`config.mk`:
```
export PLATFORM = sky130hd
export DESIGN_NAME = ram_tap_line_delay
export DESIGN_NICKNAME = d
export VERILOG_FILES = /design/src/rtl/ram_tap_line_delay.sv
export SDC_FILE = /design/constraint.sdc
export NUM_CORES = 1
export LEC_CHECK = 0
export ABC_AREA = 1
export CELL_PAD_IN_SITES_DETAIL_PLACEMENT = 0
export CELL_PAD_IN_SITES_GLOBAL_PLACEMENT = 2
export CORE_ASPECT_RATIO = 0.8
export CORE_UTILIZATION = 40
export CTS_BUF_LIST = sky130_fd_sc_hd__clkbuf_4 sky130_fd_sc_hd__clkbuf_8
export DETAILED_ROUTE_END_ITERATION = 8
export PLACE_DENSITY_LB_ADDON = 0.08
export SYNTH_ARGS = -nofsm -noshare
export SYNTH_HDL_FRONTEND = slang
export SYNTH_SLANG_ARGS = --single-unit
```
`constraint.sdc`:
```
create_clock -name clk -period 5.05 [get_ports clk]
set_input_delay 0.7575 -clock clk [delete_from_list [all_inputs] [get_ports clk]]
set_output_delay 0.7575 -clock clk [all_outputs]
set_load 0.02 [all_outputs]
```
`src/rtl/ram_tap_line_delay.sv`:
```
// Cascaded RAM-based tapped delay line: NTAPS circular buffers sharing one write pointer.
// Optional fill tracking and primed flag enabled by defining RAM_TAP_PRIMED_EN.
module ram_tap_line_delay #(
   parameter int DSIZE         = 8,
   parameter int MAX_DEPTH     = 16,
   parameter int NTAPS         = 3,
   parameter int DEFAULT_DEPTH = MAX_DEPTH,
   localparam int ASIZE        = $clog2(MAX_DEPTH + 1)
) (
   input  logic                     clk,
   input  logic                     Reset,
   input  logic [DSIZE-1:0]         Din,
   input  logic                     din_valid,
   input  logic [ASIZE-1:0]         depth,
   input  logic                     depth_load,
   output logic [NTAPS*DSIZE-1:0]   Q,
   output logic                     q_valid,
   output logic                     primed
);

   localparam int PW    = (MAX_DEPTH > 1) ? $clog2(MAX_DEPTH) : 1;
   localparam int DEF_D = (DEFAULT_DEPTH < 1) ? 1 :
                          (DEFAULT_DEPTH > MAX_DEPTH) ? MAX_DEPTH : DEFAULT_DEPTH;

   function automatic logic [ASIZE-1:0] clamp_depth(input logic [ASIZE-1:0] d);
      logic [ASIZE-1:0] r;
      r = d;
      if (d == '0)
         r = ASIZE'(1);
      else if (d > ASIZE'(MAX_DEPTH))
         r = ASIZE'(MAX_DEPTH);
      return r;
   endfunction

   logic [ASIZE-1:0]       depth_q, depth_d;
   logic [PW-1:0]          ptr_q, ptr_d;
   logic [NTAPS*DSIZE-1:0] q_q, q_d;
   logic                   q_valid_q, q_valid_d;
   logic                   accept;
   logic                   ptr_wrap;
   logic [DSIZE-1:0]       tap_in  [NTAPS];
   logic [DSIZE-1:0]       tap_out [NTAPS];

`ifdef RAM_TAP_PRIMED_EN
   localparam int FW = $clog2(NTAPS * MAX_DEPTH + 2);
   logic [FW-1:0] fill_q, fill_d;
   logic [FW-1:0] fill_tgt;
   logic          primed_q, primed_d;

   // Field NTAPS-1 becomes real one accept after the whole cascade has filled.
   assign fill_tgt = FW'(NTAPS) * FW'(depth_q) + FW'(1);
`endif

   assign accept   = din_valid & ~depth_load & ~Reset;
   assign ptr_wrap = (ASIZE'(ptr_q) == (depth_q - ASIZE'(1)));

   // Each tap reads the word about to be overwritten, so tap k+1 is fed the
   // sample leaving tap k in the same cycle.
   for (genvar k = 0; k < NTAPS; k++) begin : g_tap
      logic [DSIZE-1:0] mem [MAX_DEPTH];

      if (k == 0) begin : g_first
         assign tap_in[k] = Din;
      end else begin : g_next
         assign tap_in[k] = tap_out[k-1];
      end

      assign tap_out[k] = mem[ptr_q];

      always_ff @(posedge clk) begin
         if (accept)
            mem[ptr_q] <= tap_in[k];
      end
   end

   always_comb begin
      depth_d   = depth_q;
      ptr_d     = ptr_q;
      q_d       = q_q;
      q_valid_d = 1'b0;
`ifdef RAM_TAP_PRIMED_EN
      fill_d    = fill_q;
      primed_d  = primed_q;
`endif
      if (depth_load) begin
         depth_d  = clamp_depth(depth);
         ptr_d    = '0;
`ifdef RAM_TAP_PRIMED_EN
         fill_d   = '0;
         primed_d = 1'b0;
`endif
      end else if (din_valid) begin
         ptr_d = ptr_wrap ? '0 : ptr_q + PW'(1);
         for (int k = 0; k < NTAPS; k++)
            q_d[k*DSIZE +: DSIZE] = tap_out[k];
`ifdef RAM_TAP_PRIMED_EN
         if (fill_q != fill_tgt)
            fill_d = fill_q + FW'(1);
         primed_d  = (fill_d == fill_tgt);
         q_valid_d = primed_d;
`else
         q_valid_d = 1'b1;
`endif
      end
   end

   always_ff @(posedge clk) begin
      if (Reset) begin
         depth_q   <= ASIZE'(DEF_D);
         ptr_q     <= '0;
         q_q       <= '0;
         q_valid_q <= 1'b0;
`ifdef RAM_TAP_PRIMED_EN
         fill_q    <= '0;
         primed_q  <= 1'b0;
`endif
      end else begin
         depth_q   <= depth_d;
         ptr_q     <= ptr_d;
         q_q       <= q_d;
         q_valid_q <= q_valid_d;
`ifdef RAM_TAP_PRIMED_EN
         fill_q    <= fill_d;
         primed_q  <= primed_d;
`endif
      end
   end

   assign Q       = q_q;
   assign q_valid = q_valid_q;
`ifdef RAM_TAP_PRIMED_EN
   assign primed  = primed_q;
`else
   assign primed  = 1'b0;
`endif

endmodule

```
==> results.md <==
Power and ir drop:
- The cell leakage power is 7.708 nW.
- The clock group share of total power is 0.416.
- Dividing total power by cell area gives a power density of 366.2 mW/mm^2.
- The worst-case IR drop observed on VDD is 0.0001915 V.
- The analysis attributes to net switching a power of 1.668 mW.
- The sequential share of power is 0.532.
- The logic gate share of total power is 0.052.
- The share of total power consumed by net switching is 0.2299.
- Internal power comes to 5.590 mW.

Worst setup path:
- The critical path starts at Reset.
- The path type of the worst setup path is primary input to flop.
- The required time reported for the critical path endpoint is 5.29 ns.
- The beginning of the worst register-to-register path is ptr_q[0].
- The endpoint of the worst-slack reg-to-reg timing path is g_tap[0].mem[13][2].
- The element type at the critical path start is a primary input.
- STA classifies the critical path endpoint as a flop.
- Of all nets on the critical path, the largest fanout is 24.
- Across all register-to-register paths, the minimum setup slack is 2.23 ns.
- The arrival time at the worst endpoint is 3.26 ns.
- The number of cell instances on the worst register-to-register path is 4.

STA:
- Across the routed clock network, the largest skew measured is 0.03269 ns.
- The worst slew margin relative to its limit is 0.2177.
- The final setup TNS is 0 ns.
- Dividing the final minimum period by the clock period gives 0.5993.
- Setup violations remaining at the end of the flow were counted as 0.
- The maximum operating frequency is 330.4 MHz.
- The max-slew violation count is 0.
- The total count of hold-check failures in the final report came to 0.
- The worst path needs 3.026 ns of the cycle, external delays included.
- The transition time of the tightest slew-check pin is 1.171 ns.
- Setup repair after global routing left no endpoint under its margin.
- The worst-case setup margin in the final layout is 2.024 ns.

Placement:
- Buffers placed on the I/O ports in this run total 41.
- The placed cell count is 2182.
- The final estimated routing congestion in global placement is 0.7519.
- Prior to clock tree synthesis, the placed netlist has a worst setup slack of 1.403 ns.
- Detailed placement finished with a half-perimeter wire length of 27240 um.

Route:
- The detailed-route via count is 11.37k.
- Dividing the detail-routed wire length by the instance count gives 20.62 um.
- In this run, the number of DRC markers left after iteration 0 of detailed routing was 853.
- The total detailed-routing wirelength is 47540 um.
- In this run the remaining antenna-violating nets after routing total 0.
- The DRC violation count after routing is 0.
- Dividing the detail-routed via count by the number of cells gives 4.932.
- The count of TritonRoute iterations in the first routing pass is 5.

Logic synthesis:
- After synthesis, the netlist uses 27 different library cells.
- The share of synthesized area in the top cell type comes to 0.6579.
- The count of mapped cells out of synthesis is 1647.
- After synthesis, the cell types taking the most area are sky130_fd_sc_hd__edfxtp_1 (66%), sky130_fd_sc_hd__nand2_1 (9.9%), sky130_fd_sc_hd__nand3_1 (6.1%), sky130_fd_sc_hd__dfxtp_1 (4.3%), sky130_fd_sc_hd__nor2_1 (4.1%).
- The mapped netlist covers 0.01753 sq mm.
- The number of register bits inferred by synthesis is 422.
- The number of warnings reported in the yosys synthesis log is 0.
- Counting every net in the synthesized netlist gives 1669.
- Of all cell types, the one taking the most synthesized area is sky130_fd_sc_hd__edfxtp_1.
- Of the synthesized area, sequential elements account for 0.7013.
- Each instance of the synthesized netlist takes up on average 10.64 sq um.

Job:
- Max-cap violations in this run came to 0.

Worst hold path:
- The path class of the tightest hold or removal check is flop to flop.
- The hold-critical path endpoint is depth_q[4].
- The worst hold path begins at depth_q[4].
- Counting instances, the worst hold path has a depth of 1.

Floorplan:
- The I/O pin count is 43.
- The total die area is 0.04466 sq mm.
- The initial utilization of the core area, before any placement, comes to 0.4063.
- The die outline height is 189.2 um.
- The region available for standard cell placement spans 0.04314 sq mm.
- The floorplan row count is 68.
- Measured along the x axis, the die boundary spans 236.0 um.

Global routing:
- The maximum number of pins on one net before global-route repair is 74.
- After global routing the overflow that remains totals 0.
- The initial antenna violation count is 0.
- The global-route wire length before repair is 70620 um.
- In the global route stage, overall resource usage came out at 0.2172.
- The number of global-route vias before repair came to 10.84k.

Clock network:
- Clock tree synthesis inserted a total of 70 buffers.
- The maximum buffer depth of the clock tree is 3.
- The hold buffer count at cts is 0.
- The clock insertion delay at the later pin of the skew report is 0.64 ns.
- TritonCTS built the clock tree.
- The root buffer cell is sky130_fd_sc_hd__clkbuf_8.
- The number of gates resized after CTS was 0.
- The number of buffers inserted to repair setup after CTS is 0.
- The number of clock sinks is 422.
- After clock tree synthesis, the clock-pin slew on the worst setup and hold paths is 0.06 ns.
- The H-tree depth reported by CTS is 3.

Run status:
- The run finished with clean final reports.

Finish:
- 0 antenna diodes ended up in the layout.
- From synthesis to final layout, the design area changed by 13.09%.
- The library cell used most frequently in the layout, excluding fill and tap cells, is sky130_fd_sc_hd__nand2_1.
- The final instance count without filler cells is 2306.
- The proportion of layout cells with a drive suffix above 1 is 0.08706.
- In the layout the commonest cells are sky130_fd_sc_hd__nand2_1 (463), sky130_fd_sc_hd__edfxtp_1 (384), sky130_fd_sc_hd__nand3_1 (213), sky130_fd_sc_hd__nor2_1 (175), sky130_fd_sc_hd__inv_1 (168).
- The net count of the finished layout is 1716.
[cells in the mapped netlist (all sizes together)]
master  number
inv        172
clkbuf      15
o21a         1
nand3      213
dfxtp       38
nor2       193
edfxtp     384
a21oi        3
conb         1
nor3         2
o21ai       78
nand2      463
nand3b       1
buf         68
ha           5
xor2         2
o211ai       2
xnor2        1
o22ai        4
a31oi        1
[kinds of logic (layout without fill, tap and decap cells)]
group                      count (synthesis)  after routing  synth area share
and+or+nand+nor                          872            872            0.2026
DFF                                      422            422            0.7013
buffers and inverters                    255            354           0.06461
AOI/OAI and AO/OA                         89             89           0.02620
adders and majority gates                  5              5          0.003569
xor gates and xnor gates                   3              3          0.001499
other                                      1              1         0.0002140
[flip-flops by register name, indices dropped and copies added (netlist names), named ones only]
| signal | count |
|---|---|
| Q | 24 |
| depth_q | 5 |
| q_valid | 1 |
| g_tap.mem | 384 |
| ptr_q | 4 |
[layer usage]
layer  part of all wire  vias to the layer above  wire length [um]  GRT usage
met5                  0                        -                 0          0
met4              0.020                        0               954    0.06435
met2               0.41                      270             19590     0.2988
met1               0.52                     5469             24620     0.3377
li1                   -                     5548                 -          -
met3              0.050                       86              2369    0.04840
[power groups by stage]
| stage | combinational, mW | clock, mW | sequential [mW] |
|---|---|---|---|
| after floorplan | 0.206 | 0 | 3.94 |
| after global placement | 0.382 | 0 | 3.94 |
| after detailed placement | 0.381 | 0 | 3.94 |
| after CTS | 0.383 | 3.10 | 3.86 |
| after global routing | 0.418 | 3.24 | 3.86 |
| final | 0.376 | 3.02 | 3.86 |
[worst max-delay path by stage]
stage	slack [ns]	end	cells after the start
final	2.02	g_tap[0].mem[14][5]	7
after floorplan	2.17	g_tap[0].mem[0][0]	6
after global placement	1.40	g_tap[1].mem[6][1]	7
after detailed placement	1.40	g_tap[1].mem[6][3]	7
after CTS	2.07	g_tap[2].mem[6][2]	7
after global routing	1.96	g_tap[0].mem[14][1]	7
[cell type report]
type	instances	area, sq um
multi-input combinational	970	4228
tap	560	700.7
clock inverter	22	126.4
timing repair buffer	58	563.0
clock buffer	102	1254
sequential	422	12300
fill	4051	23320
inverter	172	650.6
[worst max-delay path, stage by stage]
cell                              delay (ns)
sky130_fd_sc_hd__clkdlybuf4s50_1        0.40
sky130_fd_sc_hd__buf_4                  0.22
sky130_fd_sc_hd__nor2_1                 0.19
sky130_fd_sc_hd__inv_1                  0.16
sky130_fd_sc_hd__nor2_2                 0.26
sky130_fd_sc_hd__nand2_1                0.29
sky130_fd_sc_hd__nor2_4                 0.95
[stage by stage]
stage	power [mW]	instance area [sq um]	hold WS [ns]	util
after detailed placement	4.318	18440	0.4964	0.4275
after floorplan	4.150	17530	0.4407	-
after global placement	4.318	18440	0.4954	0.4275
final	7.258	19820	0.5061	0.4595
after CTS	7.348	19820	0.5104	0.4595
after global routing	7.518	19820	0.5132	0.4595
Power figures use the tool's default switching activity.
